==> config.mk <==
export PLATFORM = sky130hd
export DESIGN_NAME = id_ex_stage
export DESIGN_NICKNAME = d
export VERILOG_FILES = /design/src/rtl/pipe_pkg.sv /design/src/rtl/pipe_slot.sv /design/src/rtl/id_ex_stage.sv
export SDC_FILE = /design/constraint.sdc
export NUM_CORES = 1
export LEC_CHECK = 0
export BUFFER_PORTS_ARGS = -buffer_cell sky130_fd_sc_hd__buf_2
export CORE_MARGIN = 5
export CORE_UTILIZATION = 36
export CTS_BUF_LIST = sky130_fd_sc_hd__clkbuf_4
export DETAILED_ROUTE_END_ITERATION = 6
export PLACE_DENSITY_LB_ADDON = 0.15
export SLEW_MARGIN = 10
export SYNTH_ARGS = -nofsm -noshare
export SYNTH_HDL_FRONTEND = slang
export SYNTH_SLANG_ARGS = --single-unit
==> constraint.sdc <==
create_clock -name clk -period 2.3 [get_ports clk]
set_input_delay 0.115 -clock clk [delete_from_list [all_inputs] [get_ports clk]]
set_output_delay 0.115 -clock clk [all_outputs]
set_load 0.1 [all_outputs]
==> src/rtl/pipe_pkg.sv <==
// ----------------------------------------------------------------------------
// pipe_pkg
// Shared definitions for the decode-to-execute pipeline stage:
//   - instruction field bit positions (opcode / rd / rs / rt)
//   - control bundle bit indices and default control width
//   - occupancy state encoding used when the skid buffer is built in
// ----------------------------------------------------------------------------
package pipe_pkg;

   localparam int CTRL_W_DEFAULT = 9;

   // Instruction fields: [15:12] opcode, [11:8] rd, [7:4] rs, [3:0] rt
   localparam int OPC_HI = 15;
   localparam int OPC_LO = 12;
   localparam int RD_HI  = 11;
   localparam int RD_LO  = 8;
   localparam int RS_HI  = 7;
   localparam int RS_LO  = 4;
   localparam int RT_HI  = 3;
   localparam int RT_LO  = 0;

   // Control bundle bit positions; bits 7 and 8 are spare
   localparam int CTRL_REGDST   = 0;
   localparam int CTRL_BRANCH   = 1;
   localparam int CTRL_MEMREAD  = 2;
   localparam int CTRL_MEMTOREG = 3;
   localparam int CTRL_MEMWRITE = 4;
   localparam int CTRL_ALUSRC   = 5;
   localparam int CTRL_REGWRITE = 6;

   // Stage occupancy: no entries, main only, main + skid
   typedef enum logic [1:0] {
      EMPTY = 2'd0,
      BUSY  = 2'd1,
      FULL  = 2'd2
   } state_t;

endpackage

==> src/rtl/pipe_slot.sv <==
// ----------------------------------------------------------------------------
// pipe_slot
// One payload register: valid flag, control bundle and data word.
// Ports:
//   clk, rst      clock, synchronous active-high reset (clears everything)
//   i_clr         synchronous clear of valid and control (data left stale)
//   i_ld          load i_ctrl/i_data and set valid
//   i_ctrl/i_data payload to capture
//   o_valid/o_ctrl/o_data registered payload
// Priority: rst > i_clr > i_ld. Control is cleared together with valid so an
// empty slot can never present a live control bit.
// ----------------------------------------------------------------------------
module pipe_slot
   import pipe_pkg::*;
#(
   parameter int DATA_BITS = 48,
   parameter int CTRL_BITS = CTRL_W_DEFAULT
) (
   input  logic                 clk,
   input  logic                 rst,
   input  logic                 i_clr,
   input  logic                 i_ld,
   input  logic [CTRL_BITS-1:0] i_ctrl,
   input  logic [DATA_BITS-1:0] i_data,
   output logic                 o_valid,
   output logic [CTRL_BITS-1:0] o_ctrl,
   output logic [DATA_BITS-1:0] o_data
);

   logic                 r_valid;
   logic [CTRL_BITS-1:0] r_ctrl;
   logic [DATA_BITS-1:0] r_data;

   always_ff @(posedge clk) begin
      if (rst) begin
         r_valid <= 1'b0;
         r_ctrl  <= '0;
         r_data  <= '0;
      end else if (i_clr) begin
         r_valid <= 1'b0;
         r_ctrl  <= '0;
      end else if (i_ld) begin
         r_valid <= 1'b1;
         r_ctrl  <= i_ctrl;
         r_data  <= i_data;
      end
   end

   assign o_valid = r_valid;
   assign o_ctrl  = r_ctrl;
   assign o_data  = r_data;

endmodule

==> src/rtl/id_ex_stage.sv <==
// ----------------------------------------------------------------------------
// id_ex_stage
// Decode-to-execute pipeline register with valid/ready handshake, synchronous
// flush and an optional one-entry skid buffer.
// Build option: define ID_EX_SKID_EN for the two-entry (main + skid) version,
// whose in_ready comes from registered state only. Without it a single entry
// is used and in_ready follows out_ready combinationally.
// Ports:
//   clk, rst              clock, synchronous active-high reset
//   flush                 drop every held entry (and any offered payload)
//   in_valid/in_ready     upstream handshake
//   in_ops/in_imm/in_ctrl/in_instr  payload from decode
//   out_valid/out_ready   downstream handshake
//   out_ops/out_imm/out_ctrl        registered payload (ctrl zero when idle)
//   out_opcode/out_rd/out_rs/out_rt fields of the registered instruction
// ----------------------------------------------------------------------------
module id_ex_stage
   import pipe_pkg::*;
#(
   parameter int DATA_W  = 16,
   parameter int NUM_OPS = 2,
   parameter int CTRL_W  = CTRL_W_DEFAULT,
   parameter int INSTR_W = 16
) (
   input  logic                      clk,
   input  logic                      rst,
   input  logic                      flush,
   input  logic                      in_valid,
   output logic                      in_ready,
   input  logic [NUM_OPS*DATA_W-1:0] in_ops,
   input  logic [DATA_W-1:0]         in_imm,
   input  logic [CTRL_W-1:0]         in_ctrl,
   input  logic [INSTR_W-1:0]        in_instr,
   output logic                      out_valid,
   input  logic                      out_ready,
   output logic [NUM_OPS*DATA_W-1:0] out_ops,
   output logic [DATA_W-1:0]         out_imm,
   output logic [CTRL_W-1:0]         out_ctrl,
   output logic [3:0]                out_opcode,
   output logic [3:0]                out_rd,
   output logic [3:0]                out_rs,
   output logic [3:0]                out_rt
);

   localparam int OPS_BITS = NUM_OPS * DATA_W;
   localparam int PAY_W    = OPS_BITS + DATA_W + INSTR_W;

   logic [PAY_W-1:0]   w_in_data;
   logic               w_in_ready;
   logic               w_in_fire;
   logic               w_main_ld;
   logic               w_main_clr;
   logic [PAY_W-1:0]   w_main_d;
   logic [CTRL_W-1:0]  w_main_ctrl_d;
   logic               w_main_valid;
   logic [CTRL_W-1:0]  w_main_ctrl;
   logic [PAY_W-1:0]   w_main_data;
   logic [INSTR_W-1:0] w_instr;

   assign w_in_data = {in_instr, in_imm, in_ops};
   assign w_in_fire = in_valid & w_in_ready;

`ifdef ID_EX_SKID_EN
   state_t            r_state;
   state_t            w_state_next;
   logic              w_skid_ld;
   logic              w_skid_clr;
   logic              w_skid_valid;
   logic [CTRL_W-1:0] w_skid_ctrl;
   logic [PAY_W-1:0]  w_skid_data;

   always_ff @(posedge clk) begin
      if (rst) begin
         r_state <= EMPTY;
      end else begin
         r_state <= w_state_next;
      end
   end

   always_comb begin
      w_state_next = r_state;
      w_main_ld    = 1'b0;
      w_main_clr   = 1'b0;
      w_skid_ld    = 1'b0;
      w_skid_clr   = 1'b0;
      if (flush) begin
         w_state_next = EMPTY;
         w_main_clr   = 1'b1;
         w_skid_clr   = 1'b1;
      end else begin
         case (r_state)
            EMPTY: begin
               if (w_in_fire) begin
                  w_state_next = BUSY;
                  w_main_ld    = 1'b1;
               end
            end
            BUSY: begin
               if (w_in_fire && out_ready) begin
                  w_main_ld = 1'b1;
               end else if (w_in_fire) begin
                  w_state_next = FULL;
                  w_skid_ld    = 1'b1;
               end else if (out_ready) begin
                  w_state_next = EMPTY;
                  w_main_clr   = 1'b1;
               end
            end
            FULL: begin
               if (out_ready) begin
                  w_state_next = BUSY;
                  w_main_ld    = 1'b1;
                  w_skid_clr   = 1'b1;
               end
            end
            default: begin
               w_state_next = EMPTY;
            end
         endcase
      end
   end

   // Registered-only ready: no path from out_ready
   assign w_in_ready = (r_state != FULL) & ~rst;

   // Skid holds a payload only in FULL, which is exactly when main must
   // refill from it instead of from the input.
   assign w_main_d      = w_skid_valid ? w_skid_data : w_in_data;
   assign w_main_ctrl_d = w_skid_valid ? w_skid_ctrl : in_ctrl;

   pipe_slot #(
      .DATA_BITS (PAY_W),
      .CTRL_BITS (CTRL_W)
   ) u_skid (
      .clk     (clk),
      .rst     (rst),
      .i_clr   (w_skid_clr),
      .i_ld    (w_skid_ld),
      .i_ctrl  (in_ctrl),
      .i_data  (w_in_data),
      .o_valid (w_skid_valid),
      .o_ctrl  (w_skid_ctrl),
      .o_data  (w_skid_data)
   );
`else
   // Single entry: accept when empty or when the held payload leaves now
   assign w_in_ready    = (out_ready | ~w_main_valid) & ~rst;
   assign w_main_ld     = w_in_fire;
   assign w_main_clr    = flush | (w_main_valid & out_ready & ~w_in_fire);
   assign w_main_d      = w_in_data;
   assign w_main_ctrl_d = in_ctrl;
`endif

   pipe_slot #(
      .DATA_BITS (PAY_W),
      .CTRL_BITS (CTRL_W)
   ) u_main (
      .clk     (clk),
      .rst     (rst),
      .i_clr   (w_main_clr),
      .i_ld    (w_main_ld),
      .i_ctrl  (w_main_ctrl_d),
      .i_data  (w_main_d),
      .o_valid (w_main_valid),
      .o_ctrl  (w_main_ctrl),
      .o_data  (w_main_data)
   );

   assign in_ready  = w_in_ready;
   assign out_valid = w_main_valid;
   assign out_ctrl  = w_main_ctrl;
   assign out_ops   = w_main_data[OPS_BITS-1:0];
   assign out_imm   = w_main_data[OPS_BITS +: DATA_W];
   assign w_instr   = w_main_data[OPS_BITS+DATA_W +: INSTR_W];

   assign out_opcode = w_instr[OPC_HI:OPC_LO];
   assign out_rd     = w_instr[RD_HI:RD_LO];
   assign out_rs     = w_instr[RS_HI:RS_LO];
   assign out_rt     = w_instr[RT_HI:RT_LO];

endmodule
==> flow_summary_export.csv <==
group,metric,value,unit
synth,post-synth-top-count-cell,"dfxtp_1",
clocking,cts_tree,"done",
sta,clock-skew-final,9.423,ps
drt,final_antenna_net_count,0,
critical_path,arrival,1720,ps
finish,design_area,4705,um^2
sta,setup_violations,0,
grt,antenna_found_initial,0,
power,internal_power,1.906,mW
synth,synth_cell_types,20,
critical_path,cp_cell_sequence,"nor2b_4 > buf_4 > nor2_2 > buf_2",
sta,rsz0062_at_grt,"false",
floorplanning,die-area,10500,um^2
synth,yosysWarnings,0,
sta,tns,0,ps
clocking,clockBufferDepth,2,
synth,ys_seq_area_share,48.11,%
critical_path,cp-start-kind,"flip-flop",
placement,placed_cell_area,3837,um^2
clocking,cts_setup_buffers,0,
floorplanning,die_w,102.5,um
power,p_per_area,637.9,nW/um^2
clocking,clock_latency,400,ps
power,max-vdd-ir-drop,0.2901,mV
drt,num_vias,3477,
power,swShare,36.50,%
drt,wirelength,10600,um
sta,max_slew.worst_pin.slew,583.7,ps
critical_path,critPathMaxStageDelay,400,ps
finish,synthToLayoutAreaGrowth,52.78,%
critical_path,cpMaxStageDelayCell,"dfxtp_1",
placement,hpwl,6312,um
power,power.leakage,2.351,nW
grt,grt_max_degree,42,
synth,synth_commonest_cells,"74 x dfxtp_1, 73 x nand3_1, 64 x nand2_1, 64 x o311ai_1, 37 x buf_2",
run_status,status,"finished clean",
critical_path,required,2180,ps
clocking,numCtsBuffers,9,
synth,synth_fp_nets,426,
finish,nets,628,
grt,grt_pass1_vias,3339,
drt,first_iter_violations,131,
synth,avgSynthCellArea,8.848,um^2
power,p_sw,1.095,mW
placement,routabilityCongestion,0.7154,
critical_path,worst-setup-path-type,"reg -> out",
floorplanning,num_rows,33,
synth,ys.flop_type,"dfxtp_1",
synth,synth_edf_count,0,
clocking,clkSinkCount,74,
clocking,post_cts_resized,0,
clocking,clock-root-buffer,"clkbuf_4",
job,maxCapViolCount,0,
drt,firstDrtPassIters,4,
power,pwr-share-comb,28.6,%
clocking,htreeDepth,3,
synth,ys_top_cells_by_area,"dfxtp_1 48%, o311ai_1 18%, nand3_1 12%",
clocking,clkTransAtPathRegs,100,ps
critical_path,cp_max_fo,41,
placement,port_buffers,152,
sta,maxSlewViolCount,0,
floorplanning,top_level_ports,153,
sta,max_freq,544.6,MHz
floorplanning,die_h,102.5,um
synth,synth_area_leader_cell,"dfxtp_1",
critical_path,endpoint_kind,"output port",
synth,synthArstFlopShare,0,%
sta,slew_headroom,61.09,%
floorplanning,coreArea,8258,um^2
finish,drive_gt1_share,34.48,%
power,power_frac_seq,45.7,%
clocking,hold_buffers,74,
drt,route.detailed.drc,0,
floorplanning,start_util,37.29,%
grt,grt_first_pass_wirelength,16500,um
finish,num_antenna_cells,0,
sta,hold_violations,0,
grt,grt_overflow_total,0,
drt,vias_per_cell,5.276,
synth,synth_top_area_share,48.11,%
sta,fin_crit_sh,79.83,%
power,clockPowerShare,25.6,%
synth,syn-cell-area,3079,um^2
synth,syn-instance-count,348,
hold_path,worstHoldPathType,"in -> reg",
grt,grt_use_total,19.81,%
sta,fin_crit,1836,ps
synth,ys_ff_latch,74,
sta,whs,272.2,ps
drt,wl_per_cell,16.08,um
[cell type report]
class | instances | area [um^2]
clock buffer | 11 | 82.58
clock inverter | 4 | 43.79
fill | 764 | 3553
inverter | 2 | 7.507
multi-input combinational | 227 | 1369
sequential | 74 | 1481
tap | 105 | 131.4
timing repair buffer | 236 | 1589
[through the flow]
step           power [mW]  instances  util (%)  setup slack, ps
2_1_floorplan       1.992        348         -            218.9
3_3_place_gp        2.156        570     46.47            874.1
3_5_place_dp        2.161        570     46.47            868.4
4_1_cts             3.029        659     56.97            428.3
5_1_grt             3.127        659     56.97            355.1
6_report            3.001        659     56.97            464.0
[sequential cells by signal, indices dropped and copies added, names as in the netlist]
name / count
u_main.o_valid: 1
u_main.o_data: 64
u_main.o_ctrl: 9
[path summary, 6_finish.rpt]
path	start	endpoint	slack (ps)	cells past startpoint
worst min register to register	u_main.o_data[41]$_SDFFE_PP0P_	u_main.o_data[41]$_SDFFE_PP0P_	460	2
worst max register to register	u_main.o_valid$_SDFFE_PP0N_	u_main.o_ctrl[1]$_SDFFE_PP0N_	920	4
worst max-delay path	u_main.o_valid$_SDFFE_PP0N_	in_ready	460	4
worst min-delay path	in_valid	u_main.o_ctrl[5]$_SDFFE_PP0N_	270	4
[metal layers]
metal | vias up | global-route usage, % | part of all wire (%) | wire length, um
li1 | 1711 | - | - | -
met1 | 1595 | 24.91 | 42 | 4486
met2 | 146 | 32.57 | 47 | 4998
met3 | 25 | 4.232 | 7.9 | 840
met4 | 0 | 8.779 | 2.6 | 274
met5 | - | 0 | 0 | 0
[cells in the final DEF, fill, tap and decap left out, drive strengths merged]
| master | netlist | routed |
|---|---|---|
| clkinv | 0 | 3 |
| nand3 | 73 | 73 |
| o21ai | 9 | 9 |
| dlygate4sd3 | 0 | 74 |
| inv | 2 | 2 |
| clkbuf | 4 | 11 |
| a21oi | 9 | 9 |
| a311o | 1 | 1 |
| bufinv | 0 | 1 |
| nand2 | 64 | 64 |
| buf | 41 | 162 |
| nor2 | 1 | 1 |
| o311ai | 64 | 64 |
| or2b | 1 | 1 |
| dfxtp | 74 | 74 |
| nand2b | 1 | 1 |
| nor3b | 1 | 1 |
| nor2b | 2 | 2 |
| a211oi | 1 | 1 |
[cell families (layout without fill, tap and decap cells)]
kind of cell	Yosys count	after routing	share of synthesized area, %
DFF	74	74	48.11
AOI/OAI and AO/OA	84	84	22.80
buffers and inverters	47	253	7.964
and+or+nand+nor	143	143	21.13
[critical path, delay by kind of cell, from the launching register on]
family / cells / cell delay, ps
buffers and inverters: 2 / 690
flip-flops: 1 / 400
AND/OR/NAND/NOR: 2 / 220
[power groups by stage]
stage	combinational, mW	clock [mW]	sequential, mW
CTS	0.856	0.800	1.37
global route	0.900	0.848	1.38
finish	0.859	0.769	1.37
detailed placement	0.759	0	1.40
floorplan	0.165	0	1.83
global placement	0.756	0	1.40
(Power assumes the default switching activity.)
